## src/rtl/cpu_datapath.sv

```systemverilog
// Datapath behind the control unit: IP, IR and GPR file, plus the SRAM
// address/data buses and the write guard that prevents bus contention.
module cpu_datapath #(
  parameter int DATA_W = 16,
  parameter int ADDR_W = 8,
  parameter int NREGS  = 16
) (
  input  logic              clk,
  input  logic              reset,
  input  logic              reset_internal,
  input  logic [1:0]        data_select,
  input  logic [1:0]        address_select,
  input  logic              sram_en,
  input  logic              write_en,
  input  logic              ir_load,
  input  logic              gpr_load,
  input  logic              ip_increment,
  input  logic [3:0]        ra,
  input  logic [ADDR_W-1:0] address,
  input  logic [DATA_W-1:0] mem_rdata,
  output logic [DATA_W-1:0] ir_data,
  output logic [ADDR_W-1:0] mem_addr,
  output logic [DATA_W-1:0] mem_wdata,
  output logic              mem_ce_n,
  output logic              mem_we_n,
  output logic [ADDR_W-1:0] ip,
  output logic [15:0]       retired,
  output logic              ip_wrap
);

  logic [ADDR_W-1:0] r_ip;
  logic [DATA_W-1:0] r_ir;
  logic [DATA_W-1:0] r_gpr [NREGS];
  logic [15:0]       r_retired;
  logic              r_ip_wrap;
  logic              r_ip_inc_q;

  logic [DATA_W-1:0] w_gpr_rd;
  logic [DATA_W-1:0] w_dbus;
  logic              w_advance;

  assign w_gpr_rd  = r_gpr[ra];
  assign w_advance = ip_increment && !r_ip_inc_q;

  always_comb begin
    w_dbus = '0;
    case (data_select)
      2'b00:   w_dbus = mem_rdata;
      2'b01:   w_dbus = w_gpr_rd;
      default: w_dbus = '0;
    endcase
  end

  always_comb begin
    mem_addr = '1;
    case (address_select)
      2'b00:   mem_addr = r_ip;
      2'b01:   mem_addr = address;
      default: mem_addr = '1;
    endcase
  end

  assign mem_wdata = w_gpr_rd;
  assign mem_ce_n  = reset ? 1'b1 : sram_en;
  // Only a GPR-sourced bus may be driven onto the SRAM, otherwise the
  // memory and the datapath would fight over the same wires.
  assign mem_we_n  = reset ? 1'b1 :
                     !(!write_en && !sram_en && (data_select == 2'b01));

  always_ff @(posedge clk or posedge reset) begin
    if (reset) begin
      r_ip       <= '0;
      r_ir       <= '0;
      r_retired  <= '0;
      r_ip_wrap  <= 1'b0;
      r_ip_inc_q <= 1'b0;
      for (int i = 0; i < NREGS; i++) r_gpr[i] <= '0;
    end else if (!reset_internal) begin
      r_ip       <= '0;
      r_ir       <= '0;
      r_ip_inc_q <= 1'b0;
    end else begin
      r_ip_inc_q <= ip_increment;
      if (ir_load)  r_ir      <= w_dbus;
      if (gpr_load) r_gpr[ra] <= w_dbus;
      if (w_advance) begin
        r_ip <= r_ip + 1'b1;
        if (r_ip == '1) r_ip_wrap <= 1'b1;
        if (r_retired != 16'hFFFF) r_retired <= r_retired + 16'd1;
      end
    end
  end

  assign ir_data = r_ir;
  assign ip      = r_ip;
  assign retired = r_retired;
  assign ip_wrap = r_ip_wrap;

endmodule
```

## config.mk

```make
export PLATFORM = sky130hd
export DESIGN_NAME = cpu_datapath
export DESIGN_NICKNAME = d
export VERILOG_FILES = /design/src/rtl/cpu_datapath.sv
export SDC_FILE = /design/constraint.sdc
export NUM_CORES = 1
export LEC_CHECK = 0
export ABC_CLOCK_PERIOD_IN_PS = 13750
export CORE_ASPECT_RATIO = 0.9
export CORE_MARGIN = 2
export CORE_UTILIZATION = 25
export DETAILED_ROUTE_END_ITERATION = 12
export GPL_ROUTABILITY_DRIVEN = 0
export GPL_TIMING_DRIVEN = 0
export SLEW_MARGIN = 40
export SYNTH_ARGS = -nofsm -noshare
export SYNTH_HDL_FRONTEND = slang
export SYNTH_SLANG_ARGS = --single-unit
```

## constraint.sdc

```tcl
create_clock -name clk -period 13.75 [get_ports clk]
set_clock_uncertainty 0.05 [all_clocks]
set_input_delay 2.0625 -clock clk [delete_from_list [all_inputs] [get_ports clk]]
set_output_delay 2.0625 -clock clk [all_outputs]
set_load 0.1 [all_outputs]
```

# [After elaboration in Yosys (flattened, before gate mapping)]
# Cells that the tools add are included.
[totals] inputBits=40 ff_bits=298 output_inout_bits=67 wordCells=60
[op_classes] order_cmp=2 addsub=2 bitwise=1 n_reduce_logical=13 n_mux=15 eq_ne=6
[op_table] operator="$bwmux 256" n=1
[op_table] operator="$mux 16" n=5
[op_table] operator="$bmux 16 s4" n=1
[op_table] operator="$demux 16 s4" n=1
[op_table] operator="$pmux 16 s2" n=1
[op_table] operator="$add 16x1->16 const B" n=1
[op_table] operator="$mux 8" n=2
[op_table] operator="$ne 16x16->1 const B" n=1
[op_table] operator="$pmux 8 s2" n=1
[op_table] operator="$add 8x1->8 const B" n=1
[op_table] operator="$eq 8x8->1 const B" n=1
[op_table] operator="$reduce_and 3->1" n=2
[op_table] operator="$ge 5x5->1 const B" n=1
[op_table] operator="$lt 5x1->1 const B" n=1
[op_table] operator="$not 4->5" n=1
[op_table] operator="$eq 2x1->1 const B" n=2
[op_table] operator="$logic_and 1x1->1" n=4
[op_table] operator="$logic_not 1->1" n=4
[op_table] operator="$logic_not 2->1" n=2
[op_table] operator="$ne 2x1->1 const B" n=2
[op_table] operator="$mux 1" n=3
[op_table] operator="$reduce_and 2->1" n=1

# [Depth between registers and ports, before layout]
[depth] word_depth=7 mapped_depth=9 ltp_nobuf=5

# [Worst setup path before layout]
# Ideal clock, no wire load.
[synth_path] path_type="input to output" from="in ra[3]" to="out mem_wdata[10]" t_required_ns=11.637 setup_slack_ns=6.567 t_arrival_ns=5.071 cell_stages=6 path_buffers=3 cell_sequence="buf_2 nor2b_1 clkbuf_2 buf_4 a22o_1 o31ai_1"
[synth_via] elab_chain_len=4
[synth_rtl] item="from (decl)" line="18" text="input logic [3:0] ra,"
[synth_rtl] item="$not 4->5 (implied by the code)" line="42" text="assign w_gpr_rd = r_gpr[ra];"
[synth_rtl] item="$bmux 16 s4" line="42"
[synth_rtl] item="$mux 16 (implied by the code) (2 in series)" line="42"
[synth_rtl] item="to (decl)" line="23" text="output logic [DATA_W-1:0] mem_wdata,"
# Every way passes these cells. The select of a mux whose other input is x is not followed.

# [Worst setup path in the final report]
[layout_path] from="in ra[2]" to="out mem_wdata[5]"
# Same word-level chain as after synthesis.

==> results by group <==
Power and ir drop
  – Sw Share: 32.7%
  – Clk pwr share: approximately 34%
  – Comb power frac: 23.2%
  – PwrDens: 160 nW/um^2
  – Internal power: 1.82 mW
  – Sequential Power Share: a little over two fifths
  – Worst VDD drop: between 0.00009 and 0.0001 V
  – P_sw: slightly below 0.9 mW
  – Static leakage: between 7 and 8 nW

Place
  – DP HPWL: 34800 um
  – Pre-CTS setup slack: 6.95 ns
  – DP Area: around 16000 sq um
  – IO buf count: roughly 100

Floorplanning
  – Row Count: 82
  – IO Count: approximately 110
  – Starting density of the core: approximately a quarter
  – Die W: 254 um
  – Area of the core: about 56000 sq um
  – DIE AREA: about 58000 sq um
  – Die height: approximately 230 um

Global route
  – Vias in the first global route: approximately 11000
  – Largest net degree at the start of global routing: 71
  – Congestion Overflow GR: 0
  – GRT Util Overall: around 16%
  – First-pass GRT wire length: between 70000 and 80000 um
  – Initial antenna violation count: 2

Critical path
  – Startpoint Class: input port
  – Crit Path Max Fanout: 10
  – CP most frequent cell: a21oi_1
  – Data arrival, critical path: 4.93 ns
  – Worst path cell trace: clkdlybuf4s50_1, clkbuf_1, buf_1, a21oi_1, a21oi_1, buf_2
  – Reg2Reg Depth: 5
  – Max stage delay cell, worst path: clkdlybuf4s50_1
  – Crit path required time: around 12 ns
  – Crit. Startpoint: ra[2]
  – WP depth: 6
  – Max incr delay on CP: 0.66 ns
  – CP top delay family: buffers and inverters
  – RR Startpoint: retired[2]
  – Setup Crit Path Kind: input port to output port
  – Buffers plus inverters on the worst setup path: 4
  – Worst Setup End Kind: output port
  – R2R Setup Slk: 11.70 ns
  – R2r endpoint: retired[1]
  – Worst Setup EP: mem_wdata[5]

Logic synthesis
  – Post-Synthesis Cells: about 1300
  – Synth Warn #: 0
  – Compound-Gate Fraction of Synth Area: between 15 and 20%
  – Yosys reg bits: 298
  – Main flop type after synthesis: dfrtp_1
  – Synthesized cell area: about 14000 sq um
  – Post-Synth Adder-Cell Area: less than 1%
  – Largest family of logic cells by synthesized area: compound AO/OA/AOI/OAI gates
  – Post-synthesis sequential area ratio: a little over half
  – Post-synthesis mux area share: between 10 and 15%
  – Syn Area/Cell: between 10 and 15 sq um
  – Post-Synth XOR/XNOR Area: 1.25%
  – Yosys cell types: a little under 60
  – Simple-Gate Fraction of Synth Area: 11.4%
  – FFs w/ async S/R, synth: 100%
  – Post-synth EDFFs: 0
  – Net count after synthesis: between 1000 and 1500

Cells and area
  – Highest-count cells in the layout ignoring fill and taps: 298 x dfrtp_1, 210 x nor2_1, 142 x a31oi_1
  – Share of cells above drive strength 1: a little under a fifth
  – Fillers: a little under 6000
  – Nets: ~1500
  – Syn-to-layout area delta: 20.4%
  – Ant. Diodes: 0
  – Most common library cell in the layout ignoring fill and taps: dfrtp_1
  – Final Instance Area: about 17000 sq um

Drt
  – Vias per inst: between 5 and 6
  – Initial DRC count: 1253
  – Routed WL: roughly 47000 um
  – Vias: 11700
  – Drt drc: 0
  – Antenna-violating nets left: 0
  – WL/cell: approximately 21 um
  – Pre-antenna DRT Iters: 5

Timing
  – Period utilization: roughly half
  – Fmax: about 140 MHz
  – RSZ-0062 raised after global routing: false
  – Final setup TNS: 0 ns
  – Setup violators final: 0
  – Worst setup margin: about 6.7 ns
  – Fin crit period: a little over 7 ns
  – Final slew viol count: 0
  – Worst slew pin tran: ~0.9 ns
  – Slew margin rel.: between 40% and 50%
  – Fin. Hold Viols: 0

CTS
  – # Post-CTS Setup Buffers: 0
  – CTS sink count: 298
  – Cts bufs inserted: 30
  – Worst-path clk slew: approximately 0.06 ns
  – CTS tree: done
  – Clk_lat worst skew: approximately 0.6 ns
  – Clk buf depth: 3
  – H-tree lvl count: 1
  – Clock Tree Root: clkbuf_16
  – Hold-fix buffers, CTS: 0
  – PostCTS Resize Cnt: 0

Hold path
  – Worst Hold Class: flop to flop
  – Depth of the worst hold-timing path: 1

Run status
  – Outcome: completed

Run
  – Max-cap violation count: 0
-- area by class of cell --
type                    instances  area, sq um  share of cell area [%]
well taps                     756          946                    5.59
clock buffers                  38          821                    4.85
flip-flops and latches        298         7460                    44.1
multi-input cells             902         5920                    35.0
repair buffers                107          801                    4.74
plain buffers                 110          609                    3.60
inverters                      16         67.6                   0.400
clock inverters                17          288                    1.70
-- cells by family after synthesis --
family,count (synthesis)
AOI/OAI and AO/OA,403
xor gates and xnor gates,20
adders and majority gates,2
buffers and inverters,126
DFF,298
muxes,115
and+or+nand+nor,362
-- power groups by stage --
stage,Combinational [mW],Sequential (mW),Clock [mW]
after floorplan,0.414,1.21,0
after global placement,0.626,1.15,0
after detailed placement,0.624,1.16,0
after CTS,0.625,1.14,0.937
after global routing,0.679,1.17,0.974
final,0.627,1.15,0.926
-- worst min-delay path by stage --
stage | to | startpoint | slack [ns]
global placement | ip_wrap | ip_wrap | 0.40
CTS | ip_wrap | ip_wrap | 0.42
detailed placement | ip_wrap | ip_wrap | 0.40
floorplan | r_gpr[112] | r_gpr[112] | 0.40
global route | ip_wrap | ip_wrap | 0.43
finish | ip_wrap | ip_wrap | 0.41
-- flip-flops by register name, indices dropped and copies added (netlist names) --
register    flops
r_ip_inc_q      1
retired        16
ip              8
r_gpr         256
ip_wrap         1
ir_data        16
-- cell usage after synthesis (3+ instances only) --
master     count  area share (%)
a211o_1        8            0.50
buf_4         11            0.59
nand2b_1       5            0.22
and4b_1        5            0.36
clkinv_1       5            0.13
and2_1         9            0.40
a31oi_1      142             6.3
o2111ai_1      3            0.19
o31ai_1        3            0.16
a22o_1        22             1.4
mux4_2        32             5.1
nand2_1       82             2.2
xnor2_1       18             1.1
a22oi_1       25             1.3
nand4_1        6            0.27
clkbuf_1      33            0.88
or3_1          3            0.13
o31a_1         3            0.19
nor3_1         4            0.14
a32oi_2       10             1.2
a21oi_1       96             3.4
nor2b_1       13            0.58
nor2_1       210             5.6
nand3_1        6            0.21
a41oi_1        3            0.19
nor2_2         3            0.13
inv_2         10            0.27
o21ai_1        3            0.11
clkbuf_2       3            0.11
o211ai_1       3            0.16
dfrtp_1      298              53
buf_6         12            0.96
mux2_2         5            0.40
mux2i_1       78             5.6
o21ai_0       76             2.7
buf_2         49             1.7
-- metal layers --
metal | track usage [%] | wire (um) | share of wire [%] | vias up
li1 | - | - | - | 5097
met4 | 3.22 | 987 | 2.1 | 2
met1 | 24.3 | 21700 | 46 | 5984
met2 | 22.9 | 19600 | 41 | 594
met3 | 4.27 | 5090 | 11 | 71
met5 | 0 | 18 | 0.038 | -
-- per-stage QoR --
stage	power, mW	std cells	hold WS, ns	util, %
after detailed placement	1.78	2188	0.403	28.4
final	2.70	2244	0.413	30.4
after global placement	1.78	2184	0.395	28.8
after CTS	2.71	2243	0.418	30.4
after global routing	2.82	2244	0.434	30.4
after floorplan	1.62	1326	0.399	-
(Power assumes the default switching activity.)
